### config.mk
export PLATFORM = sky130hd
export DESIGN_NAME = mmu_tasked
export DESIGN_NICKNAME = d
export VERILOG_FILES = /design/src/rtl/mmu_pkg.sv /design/src/rtl/mmu_clkgen.sv /design/src/rtl/mmu_tasked.sv
export SDC_FILE = /design/constraint.sdc
export NUM_CORES = 2
export LEC_CHECK = 0
export BUFFER_PORTS_ARGS = -buffer_cell sky130_fd_sc_hd__clkbuf_2
export CORE_MARGIN = 2
export CORE_UTILIZATION = 35
export DETAILED_ROUTE_END_ITERATION = 8
export PLACE_DENSITY = 0.54
export SLEW_MARGIN = 20
export SYNTH_ARGS = -nofsm -noshare
export SYNTH_HDL_FRONTEND = slang
export SYNTH_HIERARCHICAL = 1
export SYNTH_SLANG_ARGS = --single-unit
export TNS_END_PERCENT = 10
### constraint.sdc
create_clock -name CLKX4 -period 10.4 [get_ports CLKX4]
set_input_delay 2.08 -clock CLKX4 [delete_from_list [all_inputs] [get_ports CLKX4]]
set_output_delay 2.08 -clock CLKX4 [all_outputs]
set_load 0.1 [all_outputs]
### src/rtl/mmu_pkg.sv
// Shared encodings for the tasked 6809 MMU: register offsets, device codes, map entry layout.
// Pure declarations; no timing or flow-control content.
package mmu_pkg;
   localparam logic [7:0] OFS_CTRL  = 8'h10;
   localparam logic [7:0] OFS_AKEY  = 8'h11;
   localparam logic [7:0] OFS_TKEY  = 8'h12;
   localparam logic [7:0] OFS_RTI   = 8'h13;
   localparam logic [7:0] OFS_FSTAT = 8'h14;
   localparam logic [7:0] OFS_WIN   = 8'h20;
   localparam logic [7:0] OFS_EXT   = 8'h30;

   localparam logic [7:0] RTI_OPCODE = 8'h3B;

   typedef enum logic [1:0] {
      DEV_ROM0 = 2'b00,
      DEV_ROM1 = 2'b01,
      DEV_RAM  = 2'b10,
      DEV_EXT  = 2'b11
   } dev_e;

   // Map entry: [7:6] device, [5] write protect, [4:0] physical page
   localparam int ENT_DEV_LSB = 6;
   localparam int ENT_WP_BIT  = 5;
   localparam int ENT_PPAGE_W = 5;

   typedef struct packed {
      dev_e                   dev;
      logic                   wp;
      logic [ENT_PPAGE_W-1:0] ppage;
   } entry_t;

   // {QX,EX} encodings of the bus clock phases
   typedef enum logic [1:0] {
      CK_IDLE = 2'b00,
      CK_Q    = 2'b10,
      CK_QE   = 2'b11,
      CK_E    = 2'b01
   } ck_state_e;
endpackage

### src/rtl/mmu_clkgen.sv
// Q/E generator for the 6809 from CLKX4; cycle_end marks the commit edge of each bus cycle.
// Fixed 4 CLKX4 per bus cycle; MRDY low holds the E-high-Q-low phase indefinitely.
module mmu_clkgen
   import mmu_pkg::*;
(
   input  logic CLKX4,
   input  logic RESET,
   input  logic MRDY,
   output logic QX,
   output logic EX,
   output logic cycle_end
);

   ck_state_e state, state_nxt;

   always_ff @(posedge CLKX4) begin
      if (RESET) state <= CK_IDLE;
      else       state <= state_nxt;
   end

   always_comb begin
      state_nxt = state;
      cycle_end = 1'b0;
      case (state)
         CK_IDLE: state_nxt = CK_Q;
         CK_Q:    state_nxt = CK_QE;
         CK_QE:   state_nxt = CK_E;
         CK_E: begin
            if (MRDY) begin
               state_nxt = CK_IDLE;
               cycle_end = 1'b1;
            end
         end
      endcase
   end

   assign QX = state[1];
   assign EX = state[0];

endmodule

### src/rtl/mmu_tasked.sv
// Tasked 6809 MMU: page translation, chip selects, write protect with sticky fault counter.
// Combinational translation (zero latency); all state commits at cycle_end, stretched by MRDY.
module mmu_tasked
   import mmu_pkg::*;
#(
   parameter logic [15:0] IO_PAGE   = 16'hFE00,
   parameter int          TASK_BITS = 5,
   parameter int          PAGE_BITS = 3
) (
   input  logic       CLKX4,
   input  logic       RESET,
   input  logic [15:0] ADDR,
   input  logic       RnW,
   input  logic       BA,
   input  logic       BS,
   input  logic       MRDY,
   input  logic [7:0] DATA_IN,
   output logic [7:0] DATA_OUT,
   output logic       DATA_OE,
   output logic       QX,
   output logic       EX,
   output logic [4:0] PPAGE,
   output logic       nRD,
   output logic       nWR,
   output logic       nCSROM0,
   output logic       nCSROM1,
   output logic       nCSRAM,
   output logic       nCSUART,
   output logic       nCSEXT,
   output logic       nBUFEN,
   output logic       BUFDIR,
   output logic       A11X,
   output logic       FAULT
);

   localparam int         MAP_AW  = TASK_BITS + PAGE_BITS;
   localparam logic [8:0] WIN_END = 9'(OFS_WIN) + 9'(1 << PAGE_BITS);

   logic                 cycle_end;
   logic                 enmmu, wpen, s_mode, fault;
   logic [6:0]           fcount;
   logic [TASK_BITS-1:0] access_key, task_key, xl_task;
   logic [7:0]           map_ram [0:(1<<MAP_AW)-1];

   logic [7:0]           ofs;
   logic [PAGE_BITS-1:0] lpage;
   logic [MAP_AW-1:0]    win_addr;
   logic                 io, vector, reg_hit, win_hit, ext_sel, prot, mem_sel;
   entry_t               xl_ent;
   dev_e                 dev;

   mmu_clkgen u_clkgen (
      .CLKX4     (CLKX4),
      .RESET     (RESET),
      .MRDY      (MRDY),
      .QX        (QX),
      .EX        (EX),
      .cycle_end (cycle_end)
   );

   assign ofs      = ADDR[7:0];
   assign lpage    = ADDR[15 -: PAGE_BITS];
   assign io       = (ADDR[15:8] == IO_PAGE[15:8]);
   assign vector   = !BA && BS && RnW;
   assign reg_hit  = io && (ofs >= OFS_CTRL) && (ofs <= OFS_FSTAT);
   assign win_hit  = io && (ofs >= OFS_WIN) && ({1'b0, ofs} < WIN_END);
   assign win_addr = {access_key, ofs[PAGE_BITS-1:0]};

   // Vector fetches and supervisor mode always run under task 0
   assign xl_task = (vector || s_mode) ? '0 : task_key;
   assign xl_ent  = map_ram[{xl_task, lpage}];

   always_comb begin
      dev   = ADDR[15] ? DEV_ROM0 : DEV_RAM;
      PPAGE = 5'(lpage);
      if (enmmu) begin
         dev   = xl_ent.dev;
         PPAGE = xl_ent.ppage;
      end
   end

   assign mem_sel = EX && !io;
   assign nCSROM0 = !(mem_sel && dev == DEV_ROM0);
   assign nCSROM1 = !(mem_sel && dev == DEV_ROM1);
   assign nCSRAM  = !(mem_sel && dev == DEV_RAM);
   assign nCSUART = !(EX && io && ofs[7:4] == 4'h0);
   assign ext_sel = EX && enmmu && (io ? (ofs >= OFS_EXT) : (dev == DEV_EXT));
   assign nCSEXT  = !(BA ^ ext_sel);
   assign nBUFEN  = !(BA ^ ext_sel);
   assign BUFDIR  = BA ^ RnW;
   assign A11X    = ADDR[11] ^ vector;

   assign prot    = enmmu && wpen && xl_ent.wp && !RnW && !io;
   assign nRD     = !(EX && RnW);
   assign nWR     = !(EX && !RnW && !prot);
   assign DATA_OE = EX && RnW && (reg_hit || win_hit);
   assign FAULT   = fault;

   always_comb begin
      DATA_OUT = 8'h00;
      if (win_hit) begin
         DATA_OUT = map_ram[win_addr];
      end else if (io) begin
         case (ofs)
            OFS_CTRL:  DATA_OUT = {5'b0, s_mode, wpen, enmmu};
            OFS_AKEY:  DATA_OUT = 8'(access_key);
            OFS_TKEY:  DATA_OUT = 8'(task_key);
            OFS_RTI:   DATA_OUT = RTI_OPCODE;
            OFS_FSTAT: DATA_OUT = {fault, fcount};
            default:   DATA_OUT = 8'h00;
         endcase
      end
   end

   always_ff @(posedge CLKX4) begin
      if (RESET) begin
         enmmu      <= 1'b0;
         wpen       <= 1'b0;
         s_mode     <= 1'b1;
         access_key <= '0;
         task_key   <= '0;
         fault      <= 1'b0;
         fcount     <= 7'd0;
      end else if (cycle_end) begin
         if (!RnW && io) begin
            case (ofs)
               OFS_CTRL:  {wpen, enmmu} <= DATA_IN[1:0];
               OFS_AKEY:  access_key <= DATA_IN[TASK_BITS-1:0];
               OFS_TKEY:  task_key <= DATA_IN[TASK_BITS-1:0];
               OFS_FSTAT: begin
                  fault  <= 1'b0;
                  fcount <= 7'd0;
               end
               default: ;
            endcase
         end
         if (vector)                           s_mode <= 1'b1;
         else if (RnW && io && ofs == OFS_RTI) s_mode <= 1'b0;
         if (prot) begin
            fault <= 1'b1;
            if (fcount != 7'h7F) fcount <= fcount + 7'd1;
         end
      end
   end

   // Map contents survive reset; only the write is suppressed by it
   always_ff @(posedge CLKX4) begin
      if (!RESET && cycle_end && !RnW && win_hit)
         map_ram[win_addr] <= DATA_IN;
   end

endmodule

* Word level (Yosys, flattened, before mapping)
Memories as Yosys holds them, arrays and structs flattened.
Cells that the tools add are included.
W data, S select, Z words.
** Storage, ports and cells
- Bits in registers :: 23
- Bits in writable memories :: 2048
- Input bits :: 30
- Output and inout port bits :: 27
- Memories :: 1
** Cells by class
- Add/sub/neg operators :: 1
- $lt $le $gt $ge :: 5
- Eq/ne operators :: 14
- Multiplexer cells :: 23
- Bitwise operators :: 3
- Reductions and logical operators :: 53
** Memories
- map_ram :: depth 256, bits a word 8, rd ports 2, clocked after Yosys merged registers in 0, wr ports 1, line mmu_tasked.sv:43 : logic [7:0] map_ram [0:(1<<MAP_AW)-1];
** Operators with widths (number)
- $eq A8 B5 Y1 const B :: 5
- $pmux W8 S5 :: 1
- $logic_and A1 B1 Y1 :: 28
- $mux W7 :: 4
- $ge A8 B6 Y1 const B :: 2
- $mux W8 :: 2
- $logic_not A1 Y1 :: 12
- $reduce_and A3 Y1 :: 4
- $mux W1 :: 10
- $mux W5 :: 2
- $eq A2 B2 Y1 const B :: 4
- $eq A8 B8 Y1 const B :: 1
- $ge A8 B5 Y1 const B :: 1
- $le A8 B5 Y1 const B :: 1
- $lt A8 B6 Y1 const B :: 1
- $pmux W2 S4 :: 1
- $add A7 B1 Y7 const B :: 1
- $ne A7 B7 Y1 const B :: 1
- $mux W2 :: 3
- $reduce_bool A2 Y1 :: 3
- $eq A2 B1 Y1 const B :: 2
- $logic_not A2 Y1 :: 2
- $logic_not A4 Y1 :: 1
- $xor A1 B1 Y1 :: 3
- other kinds (3) :: 4

* Longest topological paths before layout
An unclocked memory read counts as a cell.
- Depth in word-level cells :: 12
- Mapped depth :: 16

* Modules after synthesis
The synthesis kept the hierarchy.
** By module, submodules not included
- mmu_tasked :: times used 1, cells an instance 4679, area each 97471.0 um^2, sequential area each 61919.4 um^2
- mmu_clkgen :: times used 1, cells an instance 7, area each 70.1 um^2, sequential area each 40.0 um^2

* Worst setup path after synthesis
Ideal clock, no wire load.
- Path kind :: input port to output port
- Start :: in ADDR[13]
- End :: out nCSEXT
- Arrival time :: 7.304 ns
- Required time :: 8.320 ns
- Setup slack :: 1.016 ns
- Stages on the path :: 11
- Path through :: buf_4 > buf_4 > buf_2 > mux4_2 > mux4_2 > nor3_1 > o21ai_0 > nand4_1 > o211ai_1 > a311oi_1 > buf_4
** On the way
- Longest elaborated chain between the ends :: 7
- Elaborated cells on any way between the ends :: 8
- Classes of those cells :: eq/ne: 2; mux: 2; bitwise: 1; reduce/logical: 2; memory: 1
** RTL lines
- start: declaration :: line mmu_tasked.sv:12 : input logic [15:0] ADDR,
- $mem_v2 Z256 W8
- $mux W2 :: line mmu_tasked.sv:76 : if (enmmu) begin
- $eq A2 B2 Y1 :: line mmu_tasked.sv:87 : assign ext_sel = EX && enmmu && (io ? (ofs >= OFS_EXT) : (dev == DEV_EXT));
- $mux W1 * :: line mmu_tasked.sv:87
- $logic_and A1 B1 Y1 * :: line mmu_tasked.sv:87
- $xor A1 B1 Y1 *
- $logic_not A1 Y1 *
- end: declaration :: line mmu_tasked.sv:29 : output logic nCSEXT,
Every way passes the cells marked *; elsewhere a longest branch is shown, timed or not.

* Worst setup path in the final report
- Start :: in RnW
- End :: out PPAGE[2]
** On the way
- Longest elaborated chain between the ends :: 5
** RTL lines
- start: declaration :: line mmu_tasked.sv:13 : input logic RnW,
- $logic_and A1 B1 Y1 :: line mmu_tasked.sv:64 : assign vector = !BA && BS && RnW;
- $logic_or A1 B1 Y1 :: line mmu_tasked.sv:70 : assign xl_task = (vector || s_mode) ? '0 : task_key;
- $mux W5 :: line mmu_tasked.sv:70
- $mem_v2 Z256 W8
- $mux W5 :: line mmu_tasked.sv:76
- end: declaration :: line mmu_tasked.sv:22 : output logic [4:0] PPAGE,
No other way between the ends.

==> results.md <==
* Worst-path maximum fanout at 24
* Synth top area share at 0.630
* H-tree lvl count at 4
* Sequential-to-total area share from yosys stat at 0.635
* Final Net Count at 4785
* Fmax at 104 MHz
* Skew final at 0.0635 ns
* Hold Path Class: reg -> reg
* Root Driver: clkbuf_16
* Filler cells at 24.6k
* CTS Hold Buffers Added at 0
* Vias at 53.6k
* Post-layout util at 0.396
* TNS Setup at 0 ns
* Unrepaired setup endpoints after global routing: no
* Final Slew Violations at 0
* Hold Slack at 0.486 ns
* WL final at 334000 um
* Starting density of the core at 0.352
* Crit-path leading delay family: simple AND/OR/NAND/NOR gates
* CTS clk-pin slew, worst paths at 0.07 ns
* Top cell type by total area after synthesis: edfxtp_1
* Worst R2R Setup Slack at ~5.5 ns
* Slowest-stage cell, CP: a22oi_1
* Vias in the first global route at between 50k and 60k
* Syn nets at 4717
* Die H at 532 um
* Post-synth EDFFs at just over 2k
* Die area at approximately 280000 um2
* Cells after synthesis at 4686
* Largest net degree at the start of global routing at about 200
* Largest buffer count on any clock path at 3
* Vias per cell at 6.19
* P_leak at 33.1 nW
* CTS buffer count at ~220
* Cell area after synthesis at around 98000 um2
* Async set-reset flop share out of synthesis at 0
* Post-route ant nets at 0
* Syn Area/Cell at 20.8 um2
* Main synth FF type: edfxtp_1
* Layout Area Growth over Synthesis at 12.4%
* Relative slew slack at 0.139
* DRT Pass-1 Iters at 6
* Clk_lat worst skew at 0.91 ns
* Top cells by count, synth: 2048 x edfxtp_1, 1240 x mux4_2, 317 x nor2_1
* Area contributors post-synth: edfxtp_1 63%, mux4_2 29%, nor2_1 1.2%, mux2i_1 0.85%, buf_2 0.66%
* PwrDens at around 170 nW/um2
* HP Start: wpen
* Layout cell share with drive strength beyond 1 at 0.371
* Final setup fails at 0
* #FFs+latches synth at 2071
* Port bufs at 56
* WL per Instance at a little under 40 um
* Sink Count at 2071
* CORE AREA at 277000 um2
* Hold Violations, Final at 0
* Top cell by count, worst path: clkbuf_2
* Worst slew pin tran at 1.28 ns
* Post-CTS sizing at 0
* Half-perimeter wire length after placement at 223000 um
* Setup CP Type: in -> out
* Num ports at 57
* Slowest cell delay on critical path at 1.04 ns
* Post CTS Setup Buffer Count at 0
* Period utilisation layout at 0.921
* R2r startpoint: u_clkgen/state[0]
* Worst EP arrival at 7.49 ns
* CP Buf/Inv Count at 3
* Row count at 193
* CP Launch Type: primary input
* Crit path capture type: primary output
* CTS tree: yes
* Area of the multi-input gates at 33700 um2
* Status: finished, final reports clean
* WP data required at 8.32 ns
* Routability cong. at roughly 1
* Worst Setup SP: RnW
* First-pass GRT wire length at 457000 um
* DRC at 0
* Gr ovfl total at 0
* DIE WIDTH at 532 um
* Synthesis Warnings at 6
* FF/Latch Area at between 60000 and 70000 um2
* GRT Overall Usage at 0.233
* Initial antenna violation count at 17
* Yosys cell types at 77
* Cells along the critical path: clkbuf_2 -> nand3b_1 -> nand3_4 -> buf_4 -> mux4_2 -> mux2i_1 -> a22oi_1 -> nand3_1 -> o21ai_0 -> clkbuf_2
* Max Cap Viol at 0
* Maximum VDD drop at 0.198 mV
* Initial DRC Count at between 7k and 8k
* Final worst path period need at 9.57 ns
* Top-count cell post-synth: edfxtp_1
==> final cells by class <==
cell class / count / area share
sequential: 2071 / 0.565
multi-input combinational: 2230 / 0.307
clock buffer: 280 / 0.0531
tap: 3705 / 0.0423
timing repair buffer: 218 / 0.0190
clock inverter: 133 / 0.0124
inverter: 9 / 0.000308
antenna: 8 / 0.000183
==> per-stage QoR <==
step                cell area [um2]  std cells  setup slack (ns)  power, mW
floorplan                     97500       4686              1.02       10.1
global placement             102000       8232              1.31       10.7
detailed placement           102000       8232              1.36       10.7
CTS                          110000       8645              1.34       18.5
global route                 110000       8647             0.937       18.8
finish                       110000       8654             0.827       18.4
==> where the power goes <==
| group | total [mW] | switching, mW | internal, mW | leakage, nW |
|---|---|---|---|---|
| combinational | 1.35 | 0.835 | 0.511 | 11.1 |
| clock | 7.85 | 3.46 | 4.40 | 3.45 |
| sequential | 9.17 | 0.00237 | 9.17 | 18.6 |
==> cell usage in the layout, fill, tap and decap left out, types with 20 or more instances in the layout <==
cell type / count
clkbuf_2: 42
clkinv_2: 30
clkbuf_1: 56
nor2_2: 20
a21oi_1: 39
nand3_1: 58
a22oi_1: 32
buf_12: 36
mux2_2: 20
o21ai_0: 31
a31oi_1: 20
clkbuf_16: 224
mux2i_1: 83
nor2_1: 297
nand2_1: 139
edfxtp_1: 2048
nand4_1: 22
mux4_2: 1240
clkinv_1: 62
buf_4: 124
==> registers in the layout (all words and copies together), names as in the netlist <==
signal          flops
FAULT               1
access_key          5
enmmu               1
fcount              7
map_ram          2048
s_mode              1
task_key            5
u_clkgen/state      2
wpen                1
==> final timing paths <==
path | endpoint | depth (start not counted)
worst max register to register | map_ram[187][3] | 5
worst min-delay path | wpen | 2
worst min register to register | wpen | 2
worst max-delay path | PPAGE[2] | 10
==> worst register-to-register path, cell delays in order (launching register included) <==
cell     delay (ns)
dfxtp_1        0.75
and3_2         0.59
nand2_1        0.32
nor3_4         0.68
nand4_2        0.92
nor2_1         1.23
==> metal layers <==
metal	wire [um]	vias up	global-route usage
met5	47	-	0
met4	17100	6	0.106
met3	29000	526	0.0490
met2	154000	2729	0.358
met1	134000	29600	0.319
li1	-	20700	-
==> cells by family (layout without fill, tap and decap cells) <==
family	after synthesis	after routing	synth area share
compound gates	222	222	0.0157
xor+xnor	3	3	0.000269
fa+ha+maj	1	1	0.000128
buf+inv	385	640	0.0209
flops	2071	2071	0.635
mux	1343	1343	0.297
other cells	0	8	0
simple gates	661	661	0.0306
Note: power is estimated with default switching activity, not from simulation.
